$ cat src/rtl/ct_l2c_csr_pkg.sv
// Shared constants and FSM state type for the L2C-side CSR responder.
package ct_l2c_csr_pkg;

  localparam int OP_WR_BIT  = 15;
  localparam int OP_IDX_MSB = 7;
  localparam int OP_IDX_LSB = 0;
  localparam int PAYLOAD_W  = 80;
  localparam int RDATA_W    = 128;
  localparam int ERR_BIT    = 64;
  localparam int DATA_W     = 64;

  typedef enum logic [1:0] {
    IDLE,
    ACCESS,
    CMPLT,
    WAITDRP
  } csr_state_e;

endpackage

$ cat src/rtl/ct_l2c_csr_regbank.sv
// Local 64-bit CSR bank: one write port, one read port, index 0 is a read-only version word.
module ct_l2c_csr_regbank
  import ct_l2c_csr_pkg::*;
#(
  parameter int unsigned       NUM_REGS = 8,
  parameter logic [DATA_W-1:0] VERSION  = 64'h0000_0000_0001_0000
) (
  input  logic              clk,
  input  logic              rst,
  input  logic              we,
  input  logic [7:0]        idx,
  input  logic [DATA_W-1:0] wdata,
  output logic [DATA_W-1:0] rdata,
  output logic              err
);

  logic [DATA_W-1:0] regs [1:NUM_REGS-1];

  assign err = 32'(idx) >= NUM_REGS;

  // Index 0 and out-of-range indices never match the loop, so they are never written.
  always_ff @(posedge clk or posedge rst) begin
    if (rst) begin
      for (int i = 1; i < int'(NUM_REGS); i++) regs[i] <= '0;
    end else if (we) begin
      for (int i = 1; i < int'(NUM_REGS); i++) begin
        if (idx == 8'(i)) regs[i] <= wdata;
      end
    end
  end

  always_comb begin
    rdata = '0;
    if (idx == 8'd0) rdata = VERSION;
    for (int i = 1; i < int'(NUM_REGS); i++) begin
      if (idx == 8'(i)) rdata = regs[i];
    end
  end

endmodule

$ cat src/rtl/ct_l2c_csr_resp.sv
// L2C CSR responder: edge-detects the core request level, accesses the CSR bank after
// RESP_LAT wait cycles and returns a one-cycle completion pulse with registered read data.
module ct_l2c_csr_resp
  import ct_l2c_csr_pkg::*;
#(
  parameter int unsigned       NUM_REGS = 8,
  parameter int unsigned       RESP_LAT = 2,
  parameter logic [DATA_W-1:0] VERSION  = 64'h0000_0000_0001_0000
) (
  input  logic                 coreclk,
  input  logic                 cpurst,
  input  logic                 biu_pad_csr_sel,
  input  logic [PAYLOAD_W-1:0] biu_pad_csr_wdata,
  output logic                 pad_biu_csr_cmplt,
  output logic [RDATA_W-1:0]   pad_biu_csr_rdata,
  output logic                 l2c_csr_busy
);

  csr_state_e        state;
  logic              sel_ff;
  logic [3:0]        cnt;
  logic              op_wr;
  logic [7:0]        op_idx;
  logic [DATA_W-1:0] wdata_q;
  logic [15:0]       req_op;
  logic              start;
  logic              access;
  logic [DATA_W-1:0] bank_rdata;
  logic              bank_err;
  logic [RDATA_W-1:0] rdata_nxt;
  logic              unused_op_bits;

  assign req_op         = biu_pad_csr_wdata[PAYLOAD_W-1:DATA_W];
  assign unused_op_bits = ^req_op[14:8];

  assign start  = biu_pad_csr_sel & ~sel_ff & (state == IDLE);
  assign access = (state == ACCESS) && (cnt == 4'd0);

  ct_l2c_csr_regbank #(
    .NUM_REGS (NUM_REGS),
    .VERSION  (VERSION)
  ) u_regbank (
    .clk   (coreclk),
    .rst   (cpurst),
    .we    (access & op_wr),
    .idx   (op_idx),
    .wdata (wdata_q),
    .rdata (bank_rdata),
    .err   (bank_err)
  );

  // Writes to index 0 are dropped, so they return the version word rather than an echo.
  always_comb begin
    rdata_nxt = '0;
    if (bank_err) begin
      rdata_nxt[ERR_BIT] = 1'b1;
    end else if (op_wr && (op_idx != 8'd0)) begin
      rdata_nxt[DATA_W-1:0] = wdata_q;
    end else begin
      rdata_nxt[DATA_W-1:0] = bank_rdata;
    end
  end

  always_ff @(posedge coreclk or posedge cpurst) begin
    if (cpurst) begin
      state             <= IDLE;
      sel_ff            <= 1'b0;
      cnt               <= 4'd0;
      op_wr             <= 1'b0;
      op_idx            <= 8'd0;
      wdata_q           <= '0;
      pad_biu_csr_cmplt <= 1'b0;
      pad_biu_csr_rdata <= '0;
      l2c_csr_busy      <= 1'b0;
    end else begin
      sel_ff            <= biu_pad_csr_sel;
      pad_biu_csr_cmplt <= 1'b0;
      unique case (state)
        IDLE: begin
          if (start) begin
            op_wr        <= req_op[OP_WR_BIT];
            op_idx       <= req_op[OP_IDX_MSB:OP_IDX_LSB];
            wdata_q      <= biu_pad_csr_wdata[DATA_W-1:0];
            cnt          <= 4'(RESP_LAT);
            l2c_csr_busy <= 1'b1;
            state        <= ACCESS;
          end
        end
        ACCESS: begin
          if (cnt != 4'd0) begin
            cnt <= cnt - 4'd1;
          end else begin
            pad_biu_csr_cmplt <= 1'b1;
            pad_biu_csr_rdata <= rdata_nxt;
            state             <= CMPLT;
          end
        end
        CMPLT: state <= WAITDRP;
        WAITDRP: begin
          if (!biu_pad_csr_sel) begin
            l2c_csr_busy <= 1'b0;
            state        <= IDLE;
          end
        end
        default: state <= IDLE;
      endcase
    end
  end

endmodule

$ cat config.mk
export PLATFORM = sky130hd
export DESIGN_NAME = ct_l2c_csr_resp
export DESIGN_NICKNAME = d
export VERILOG_FILES = /design/src/rtl/ct_l2c_csr_pkg.sv /design/src/rtl/ct_l2c_csr_regbank.sv /design/src/rtl/ct_l2c_csr_resp.sv
export SDC_FILE = /design/constraint.sdc
export NUM_CORES = 1
export LEC_CHECK = 0
export ABC_AREA = 1
export BUFFER_PORTS_ARGS = -buffer_cell sky130_fd_sc_hd__clkbuf_2
export CORE_UTILIZATION = 40
export CTS_BUF_LIST = sky130_fd_sc_hd__clkbuf_4 sky130_fd_sc_hd__clkbuf_8 sky130_fd_sc_hd__clkbuf_16
export CTS_CLUSTER_SIZE = 24
export DETAILED_ROUTE_END_ITERATION = 6
export GPL_TIMING_DRIVEN = 0
export PLACE_DENSITY = 0.58
export RECOVER_POWER = 100
export SYNTH_ARGS = -nofsm -noshare
export SYNTH_HDL_FRONTEND = slang
export SYNTH_SLANG_ARGS = --single-unit
$ cat constraint.sdc
create_clock -name coreclk -period 20.4 [get_ports coreclk]
set_input_delay 2.04 -clock coreclk [delete_from_list [all_inputs] [get_ports coreclk]]
set_output_delay 2.04 -clock coreclk [all_outputs]
set_load 0.005 [all_outputs]
# After elaboration in Yosys (flattened, before gate mapping)
# Index checks and enable logic that the tools add are counted.
[word_totals]
reg_bits = 595
latchBits = 0
ram_bits = 0
mem_bits_ro = 0
in_bits = 83
output_inout_bits = 130
elab_cells = 81
n_memories = 0
[op_classes]
n_addsub = 1
multipliers = 0
div = 0
n_lt_le_gt_ge = 1
n_eq_ne = 14
n_shift = 0
mux = 23
bitwise_logic = 5
n_reduce_logical = 21
[ops]
columns = ["operator", "n"]
rows = [
  ["2-to-1 mux 64 bit", 9],
  ["== test 8 x 3 -> 1 bit, second input constant", 4],
  ["AND reduction 2 bit", 9],
  ["2-to-1 mux 17 bit", 1],
  ["== test 8 x 2 -> 1 bit, second input constant", 2],
  ["AND reduction 3 bit", 3],
  ["== test 8 x 1 -> 1 bit, second input constant", 1],
  ["greater-or-equal comparator 8 x 4 -> 1 bit, second input constant", 1],
  ["zero test 8 bit", 1],
  ["2-to-1 mux 4 bit", 2],
  ["case mux 2 bit (4 select lines)", 1],
  ["case mux 4 bit (2 select lines)", 1],
  ["nonzero test 8 bit", 1],
  ["2-to-1 mux 2 bit", 3],
  ["!= test 2 bit, second input constant", 3],
  ["2-to-1 mux 1 bit", 5],
  ["== test 2 bit, second input constant", 2],
  ["zero test 4 bit", 1],
  ["nonzero test 2 bit", 2],
  ["nonzero test 4 bit", 1],
  ["subtractor 4 x 1 -> 4 bit, second input constant", 1],
  ["bitwise AND 1 bit", 3],
  ["== test 2 x 1 -> 1 bit, second input constant", 1],
  ["logical AND 1 bit", 2],
  ["4 further kinds", 5],
]

# Longest topological paths before layout
[logic_depth]
word_depth = 11
ltp_mapped = 13
mapped_depth_nobuf = 11

# Hierarchy
# Synthesis repeated with hierarchy kept, for this count alone.
[unflattened]
cells_unflattened = 3230
hier_area_um2 = 26686.8
[modules_own_cells]
columns = ["module", "n_inst", "cells_per_inst", "area_per_inst_um2", "seq_area_each_um2"]
rows = [
  ["ct_l2c_csr_regbank", 1, 2320, 19438.6, 11210.8],
  ["ct_l2c_csr_resp", 1, 910, 7248.2, 3678.5],
]

# Least setup slack after synthesis
# Ideal clock, no wire load.
[synth_timing]
path_kind = "input-to-reg"
start = "input port biu_pad_csr_sel"
end = "register op_wr"
t_arrival_ns = 2.913
t_required_ns = 20.267
path_slack_ns = 17.355
path_stages = 4
path_cell_list = "nand3_1 clkbuf_1 clkbuf_1 a21oi_1"
[synth_between]
elab_chain_cells = 3
[synth_rtl]
columns = ["element", "line", "rtl"]
rows = [
  ["start: declaration", "ct_l2c_csr_resp.sv:12", "input logic biu_pad_csr_sel,"],
  ["bitwise AND 1 bit (2 in series)", "ct_l2c_csr_resp.sv:36", "assign start = biu_pad_csr_sel & ~sel_ff & (state == IDLE);"],
  ["AND reduction 2 bit (no source line)", "--", ""],
  ["end signal: assignment", "ct_l2c_csr_resp.sv:81", "op_wr <= req_op[OP_WR_BIT];"],
  ["end: declaration", "ct_l2c_csr_resp.sv:22", "logic op_wr;"],
]
# Every way passes these cells.
# A chain may end at the register's enable or synchronous reset.

==> flow_summary.toml <==
[clock_tree]
clock_tree.root_cell = "clkbuf_16"
cts_htree_levels = 3
cts.repair.resized = 0
cts.sinks = 595
numCtsBuffers = 66
hold_buffers = 0
postCtsSetupRepairBufs = 0
clock_path_buffers = 3
clkLatencyLatePin_ps = 630
cts_tree = "done"
clk_pin_slew_worst_paths_ps = 60

[route]
finalWirelength_mm = 89.94
drt_iter0_drc = 2373
drt_first_pass_iters = 5
vias = 22503
routedWlPerCell_um = 20.62
ant_nets = 0
drc = 0
viasPerCell = 5.159

[logic_synthesis]
yosysTopAreaCell = "dfrtp_1"
synth_edf_count = 0
synth_flop_cell = "dfrtp_1"
postSynth.asyncResetShare = 1.000
yosysMostFrequentCell = "nand2_1"
postSynthCellCount = 3178
ys_warn_count = 0
synth.top_cells.by_count = "nand2_1, dfrtp_1, o21ai_0, inv_1, nor2_1"
synth_area_leaders = "dfrtp_1, nand2_1, o21ai_0, inv_1, nor2_1"
yosys_register_bits = 595
synth_area_um2 = 26360
avgSynthCellArea_um2 = 8.294
synth.distinct_cells = 32
synth.top_cell.area_share = 0.5649
yosysSeqAreaShare = 0.5649

[timing]
fin_crit_ps = 8747
hold_viol_final = 0
finalSetupViolations = 0
worst_pin_slew_ps = 6488
slew_violations = 304
skew_ps = 38.76
fmax_ghz = 0.1143
holdWs_ps = 475.5
fin_crit_sh = 0.4288
rsz0062_at_grt = "no"
tns_ps = 0
slew_headroom = -3.325

[flow_run]
maxCapViolCount = 6

[cells_and_area]
final_nets = 3544
areaGrowthSynthToFinish_pct = 16.27
instances_no_fill = 4362
nFillCells = 6438
layout-drive-gt1-share = 0.1095

[place]
gp_congestion = 0.8733
dpl.cell_count = 4242
io_buffers = 142
hpwl_mm = 58.58

[critical_path]
cp.arrival_ps = 7860
worstSetupPathType = "in -> async"
required_ps = 19510
critPathCaptureType = "async pin"
r2r_start = "op_idx[5]$_DFFE_PP0P_"
rr_worst_depth = 11
start_kind = "input port"
cp_max_fo = 117
ff2ff_setup_slack_ps = 15160
r2r_end = "pad_biu_csr_rdata[6]$_DFFE_PP0P_"

[grt]
grt_pass1_vias = 21672
grt_usage = 0.2728
grt_start_max_net_pins = 128
grt_pass1_wl_mm = 136.0
antenna_found_initial = 0
grt-ovfl-total = 0

[min_path]
whs_endpoint = "pad_biu_csr_rdata[40]$_DFFE_PP0P_"
holdCritStartpoint = "pad_biu_csr_rdata[40]$_DFFE_PP0P_"
min_path_cells = 2
worstHoldPathType = "reg -> reg"

[floorplan]
num_rows = 93
dieWidth_um = 258.7
dieArea_um2 = 66930
initial_core_util = 0.4067
coreArea_um2 = 64810
io_pins = 213
die_y_um = 258.7

[pwr]
ir_worst_vdd_mv = 0.05869
pwr_density_cell_nw_per_um2 = 107.1
leakagePower_nw = 15.13
power_mw = 3.281

[outcome]
status = "complete, but fails checks"
violations = "max-capacitance violations, max-slew violations"
## layer usage
| layer | GRT usage | vias up | part of all wire |
|---|---|---|---|
| li1 | - | 10601 | - |
| met1 | 0.3708 | 10926 | 0.43 |
| met2 | 0.4315 | 795 | 0.46 |
| met3 | 0.04832 | 181 | 0.073 |
| met4 | 0.1105 | 0 | 0.040 |
| met5 | 0 | - | 0 |
## stage by stage
stage	cell area, um2	util	worst slack (ps)
finish	30650	0.4728	11650
global route	30640	0.4728	10330
CTS	30850	0.4760	16200
detailed placement	28520	0.4400	15570
global placement	28370	0.4378	-5641
floorplan	26590	-	1707
## placed cells by master, fill, tap and decap left out, drive strengths merged
master,instances
nand2,964
dfrtp,595
o21ai,543
clkbuf,367
inv,270
nor2,217
a21oi,146
nand3,134
buf,124
conb,63
nand4,37
clkinv,12
nor3,7
ha,6
bufinv,6
mux2,4
o2111ai,3
clkinvlp,2
diode,1
a21boi,1
xor2,1
o31ai,1
a31oi,1
o22ai,1
o211ai,1
## area by class of cell
class,instances,area (um2),area share
repair buffers,147,765.7,0.02499
multi-input cells,2130,9344,0.3049
clock buffers,96,2019,0.06589
plain buffers,248,1244,0.04058
flip-flops and latches,595,14890,0.4858
clock inverters,23,309.0,0.01008
diodes,1,2.502,0.00008165
inverters,267,1003,0.03274
well taps,855,1070,0.03491
## cells by family (layout without fill, tap and decap cells)
kind of cell               Yosys count  in the layout  share of synthesized area
adders and majority gates            6              6                   0.002848
other                                1             64                  0.0001423
buffers and inverters              515            781                    0.08786
DFF                                595            595                     0.5649
AOI/OAI and AO/OA                  697            697                     0.1331
and+or+nand+nor                   1359           1359                     0.2091
xor gates and xnor gates             1              1                  0.0003323
muxes                                4              4                   0.001709
## report_power, final
| part | switching (mW) | internal, mW |
|---|---|---|
| clock | 0.508 | 0.767 |
| combinational | 0.490 | 0.153 |
| sequential | 0.0604 | 1.30 |
## registers in the layout (all words and copies together), names as in the netlist
signal             flops
l2c_csr_busy           1
wdata_q               64
op_wr                  1
pad_biu_csr_rdata     65
pad_biu_csr_cmplt      1
state                  2
op_idx                 8
cnt                    4
sel_ff                 1
u_regbank.regs       448
## worst max path at each step
stage / end / from / cells after the start / slack [ps]
3_5_place_dp: wdata_q[42]$_DFFE_PP0P_ / biu_pad_csr_sel / 5 / 15570
2_1_floorplan: cnt[0]$_DFFE_PP0P_ / cpurst / 1 / 1710
6_report: u_regbank.regs[221]$_DFFE_PP0P_ / cpurst / 3 / 11650
3_3_place_gp: u_regbank.regs[205]$_DFFE_PP0P_ / cpurst / 2 / -5640
5_1_grt: u_regbank.regs[221]$_DFFE_PP0P_ / cpurst / 3 / 10330
4_1_cts: wdata_q[42]$_DFFE_PP0P_ / biu_pad_csr_sel / 5 / 16200
## worst max-delay path: stages
cell        delay, ps
clkbuf_2           90
clkinvlp_2       1010
clkbuf_1         4560
(Power assumes the default switching activity.)
